===== config.mk =====
export PLATFORM = sky130hd
export DESIGN_NAME = uart_rx_core
export DESIGN_NICKNAME = d
export VERILOG_FILES = /design/src/rtl/uart_rx_core.sv
export SDC_FILE = /design/constraint.sdc
export NUM_CORES = 1
export LEC_CHECK = 0
export ABC_AREA = 1
export ABC_CLOCK_PERIOD_IN_PS = 1720
export BUFFER_PORTS_ARGS = -buffer_cell sky130_fd_sc_hd__buf_2
export CORE_AREA = 2 2 78 50
export CTS_CLUSTER_SIZE = 8
export DETAILED_ROUTE_END_ITERATION = 16
export DIE_AREA = 0 0 80 52
export HOLD_SLACK_MARGIN = 0.1
export PLACE_DENSITY = 0.72
export SLEW_MARGIN = 10
export SYNTH_ARGS = -nofsm -noshare
export SYNTH_HDL_FRONTEND = slang
export SYNTH_SLANG_ARGS = --single-unit
export TNS_END_PERCENT = 30

===== constraint.sdc =====
create_clock -name clk -period 1.72 [get_ports clk]
set_input_delay 0.086 -clock clk [delete_from_list [all_inputs] [get_ports clk]]
set_output_delay 0.086 -clock clk [all_outputs]
set_load 0.05 [all_outputs]

===== src/rtl/uart_rx_core.sv =====
// uart_rx_core: 16x-oversampling 8N1 UART receiver, LSB first, with majority-vote bit sampling.
// Each correctly framed byte is presented on data with a level ready; a low stop bit sets frame_err.
module uart_rx_core #(
  parameter int CLK_HZ = 100_000_000,
  parameter int BAUD   = 115200,
  parameter int DIV    = CLK_HZ / (BAUD * 16)
) (
  input  logic       clk,
  input  logic       reset,
  input  logic       RX,
  output logic [7:0] data,
  output logic       ready,
  output logic       frame_err,
  output logic       busy
);

  localparam int PW = $clog2(DIV);

  localparam logic [2:0] IDLE  = 3'd0;
  localparam logic [2:0] START = 3'd1;
  localparam logic [2:0] DATA  = 3'd2;
  localparam logic [2:0] STOP  = 3'd3;
  localparam logic [2:0] BRK   = 3'd4;

  logic          rx_m, rx_s;
  logic [PW-1:0] presc;
  logic          tick;
  logic [3:0]    samp;
  logic          s7, s8, s9;
  logic [2:0]    state;
  logic [2:0]    bitidx;
  logic [7:0]    shreg;
  logic          vote, stop_vote;

  function automatic logic maj3(input logic a, input logic b, input logic c);
    return (a & b) | (a & c) | (b & c);
  endfunction

  // Both synchroniser flops reset high so the line reads idle out of reset.
  always_ff @(posedge clk or posedge reset) begin
    if (reset) begin
      rx_m <= 1'b1;
      rx_s <= 1'b1;
    end else begin
      rx_m <= RX;
      rx_s <= rx_m;
    end
  end

  assign tick = (presc == PW'(DIV - 1));

  // Held at zero in IDLE, so both counters start from zero on the IDLE->START edge.
  always_ff @(posedge clk or posedge reset) begin
    if (reset) begin
      presc <= '0;
      samp  <= '0;
    end else if (state == IDLE) begin
      presc <= '0;
      samp  <= '0;
    end else if (tick) begin
      presc <= '0;
      samp  <= samp + 4'd1;
    end else begin
      presc <= presc + PW'(1);
    end
  end

  always_ff @(posedge clk) begin
    if (tick && samp == 4'd7) s7 <= rx_s;
    if (tick && samp == 4'd8) s8 <= rx_s;
    if (tick && samp == 4'd9) s9 <= rx_s;
  end

  assign vote      = maj3(s7, s8, s9);
  // The stop bit is judged on sample 9 itself, so the live sample replaces s9.
  assign stop_vote = maj3(s7, s8, rx_s);

  always_ff @(posedge clk or posedge reset) begin
    if (reset) begin
      state     <= IDLE;
      bitidx    <= '0;
      shreg     <= '0;
      data      <= '0;
      ready     <= 1'b0;
      frame_err <= 1'b0;
    end else begin
      case (state)
        IDLE: begin
          if (!rx_s) state <= START;
        end
        START: begin
          if (tick && samp == 4'd15) begin
            if (!vote) begin
              state  <= DATA;
              bitidx <= '0;
              ready  <= 1'b0;
            end else begin
              state <= IDLE;
            end
          end
        end
        DATA: begin
          if (tick && samp == 4'd15) begin
            shreg  <= {vote, shreg[7:1]};
            bitidx <= bitidx + 3'd1;
            if (bitidx == 3'd7) state <= STOP;
          end
        end
        STOP: begin
          if (tick && samp == 4'd9) begin
            if (stop_vote) begin
              data      <= shreg;
              ready     <= 1'b1;
              frame_err <= 1'b0;
              state     <= IDLE;
            end else begin
              frame_err <= 1'b1;
              state     <= BRK;
            end
          end
        end
        BRK: begin
          if (rx_s) state <= IDLE;
        end
        default: state <= IDLE;
      endcase
    end
  end

  assign busy = (state != IDLE);

endmodule


==> summary.md <==
| Metric | Value |
|---|---|
| Status | finished, final reports clean |
| Detail Route Antenna Nets | 0 |
| Post-Syn Nets | about 200 |
| Clk buf depth | 2 |
| Avg Vias per Cell | approximately 4.9 |
| Drt drc | 0 |
| Area leader, netlist | dfrtp_1 |
| Gr ovfl total | 0 |
| Seq/Total Area, Yosys | 0.542 |
| Hold Violations, Final | 0 |
| Detail Placement HPWL | 2200 um |
| Final min period | 1.57 ns |
| H-tree levels | 2 |
| Initial DRT Pass Iterations | 4 |
| Synth unique cells | 28 |
| Starting DRT DRC Count | 133 |
| Post-synth EDFFs | 3 |
| Total power | roughly 1.6 mW |
| Yosys top cell area share | 0.464 |
| Setup_tns | 0 ns |
| Global router's overall resource usage | 0.171 |
| Mapped Cells | 191 |
| Worst-Skew Late Latency | 0.29 ns |
| Final nets | 224 |
| Critical Path RT | 1.89 ns |
| Cts bufs inserted | 5 |
| Final period utilization | 0.915 |
| Area of the multi-input gates | 743 um2 |
| RSZ-0062 raised after global routing | no |
| Least-Margin Pin Slew | 0.446 ns |
| Slew Limit Fails | 0 |
| Fill count | 310 |
| Synthesized area per cell | 9.60 um2 |
| First-pass GRT wire length | 5180 um |
| GR Util met2 | 0.228 |
| Critical Setup Path Class | flip-flop to flip-flop |
| CTS tree | built |
| Synth area leaders | dfrtp_1, nand2_1, edfxtp_1 |
| Most frequent cells after synthesis | nand2_1, dfrtp_1, inv_1 |
| Die Height | 52 um |
| Async set-or-reset flop fraction in the synthesized netlist | 0.923 |
| Register Area | 993 um2 |
| Die X | 80 um |
| R2R Setup Slk | between 0.1 and 0.15 ns |
| Root Buffer Master | clkbuf_8 |
| Final setup fails | 0 |
| Num rows | 17 |
| Number of antenna diodes | 0 |
| Worst setup SP type | flip-flop |
| PwrDens | 785 nW/um2 |
| Final Wtd Congestion | 0.830 |
| Reg2Reg Depth | 8 |
| Via count | 1275 |
| Clk slew on worst S/H paths | ~0.080 ns |
| Syn. warnings | 0 |
| CTS Sinks | 39 |
| CORE AREA | between 3000 and 4000 um2 |
| Post-Syn Area | 1830 um2 |
| Max-cap violations | 0 |
| Worst vdd ir | roughly 0.0004 V |
| Worst r2r dst | shreg[1] |
| Rel. slew slack | 0.700 |
| Port Buf Inserts | 13 |
| Number of global-route vias before repair | roughly 1100 |
| CP endpoint kind | flip-flop |
| Hold Crit Class | flip-flop to flip-flop |
| Pin count of the biggest net entering global routing | 37 |
| Fraction of final layout cells sized beyond drive strength 1 | 0.251 |
| Worst hold stages | 0 |
| Routed WL | 3330 um |
| Leakage Power | 0.999 nW |
| Reg2reg start | presc[1] |
| Met3 Use GR | 0.0573 |
| Met1 Usage GRT | 0.250 |
| Hold EP | rx_s |
| Initial antenna violation count | 0 |
| Top_reg_cell synth | dfrtp_1 |
| DR WL/cell | 12.7 um |
| Most used routing layer | met1 |
| Io pins | 14 |
| Synth-to-Final Area Change | 14.1% |
| Fmax | roughly 0.64 GHz |
| HP Start | rx_m |
| #FFs+latches synth | 39 |
| Crit path DAT | 1.74 ns |
| Max FO, Critical Path | 9 |
| Post-layout util | 0.599 |
| Clock skew | 0.00749 ns |
| Die outline area | 4160 um2 |
| Starting Density | 0.525 |
| Top-count cell post-synth | nand2_1 |
-- area by class of cell --
class,instances,area share
Sequential cell,39,0.475
Multi-Input combinational cell,126,0.355
Clock buffer,8,0.0479
Timing Repair Buffer,17,0.0479
Inverter,25,0.0455
Tap cell,47,0.0281
-- layout by cell type, fill, tap and decap left out --
master,instances
dfrtp_1,34
inv_2,5
o21ai_0,9
nor3b_1,2
nand3_1,12
nor2_4,2
buf_4,2
xor2_1,2
nand3_4,2
xnor2_1,1
dlygate4sd3_1,2
clkbuf_8,7
a21oi_2,1
inv_1,19
buf_2,13
nand3_2,3
dfstp_2,2
and3_1,1
nor3_4,1
edfxtp_1,3
clkinv_2,1
clkbuf_1,1
o21ai_1,6
nor2_1,11
o21ai_2,8
nor3_1,2
nand4_1,1
nor2_2,2
nand2_4,1
nand2_1,45
nand2_2,4
ha_1,7
a21oi_1,3
-- metrics by stage --
step           instances  area, um2  hold slack [ns]  setup WS, ns
2_1_floorplan        191       1830           0.0905         0.300
3_3_place_gp         251       1950            0.202         0.196
3_5_place_dp         251       1950            0.202         0.128
4_1_cts              261       2070            0.364         0.109
5_1_grt              262       2090            0.367        0.0208
6_report             262       2090            0.360         0.146
-- metal layers --
layer / wire, um / vias to the layer above
met5: 0 / -
met4: 55 / 0
met3: 124 / 7
met2: 1290 / 21
met1: 1870 / 588
li1: - / 659
-- critical path, cell delays in order (launching register included) --
cell	delay, ns
dfrtp_1	0.41
inv_1	0.07
ha_1	0.15
nand3_2	0.08
nor2_4	0.17
buf_4	0.18
nand3_2	0.18
nand2_1	0.12
o21ai_1	0.09
-- logic make-up (layout without fill, tap and decap cells) --
kind of cell / Yosys count / in the layout / share of synthesized area
AOI/OAI and AO/OA: 27 / 27 / 0.0901
buffers and inverters: 27 / 50 / 0.0642
DFF: 39 / 39 / 0.542
and+or+nand+nor: 88 / 89 / 0.242
adders and majority gates: 7 / 7 / 0.0478
xor gates and xnor gates: 3 / 3 / 0.0143
-- power breakdown --
| part | internal (mW) | switching (mW) | total (mW) |
|---|---|---|---|
| registers | 0.930 | 0.00182 | 0.932 |
| logic | 0.00689 | 0.0198 | 0.0266 |
| clock network | 0.366 | 0.317 | 0.683 |
| total | 1.30 | 0.338 | 1.64 |
-- how the worst max path moves through the flow --
stage / start / to / slack (ns)
final: presc[1] / shreg[1] / 0.15
after global routing: presc[1] / shreg[5] / 0.02
after CTS: presc[1] / data[5] / 0.11
after detailed placement: presc[1] / data[7] / 0.13
after global placement: rx_s / data[6] / 0.20
after floorplan: presc[1] / s8 / 0.30
-- sequential cells by signal, summed over array words and instances (netlist names) --
signal / cells
s9: 1
bitidx: 3
rx_s: 1
shreg: 8
s8: 1
rx_m: 1
state: 3
frame_err: 1
presc: 6
data: 8
ready: 1
samp: 4
s7: 1
-- what timing repair did --
action,in CTS,in global routing
endpoints found under the hold margin,35,0
resized for setup,0,2
hold buffers,2,0
endpoints found under the setup margin,0,4
buffers inserted,0,0
Power figures use the tool's default switching activity.
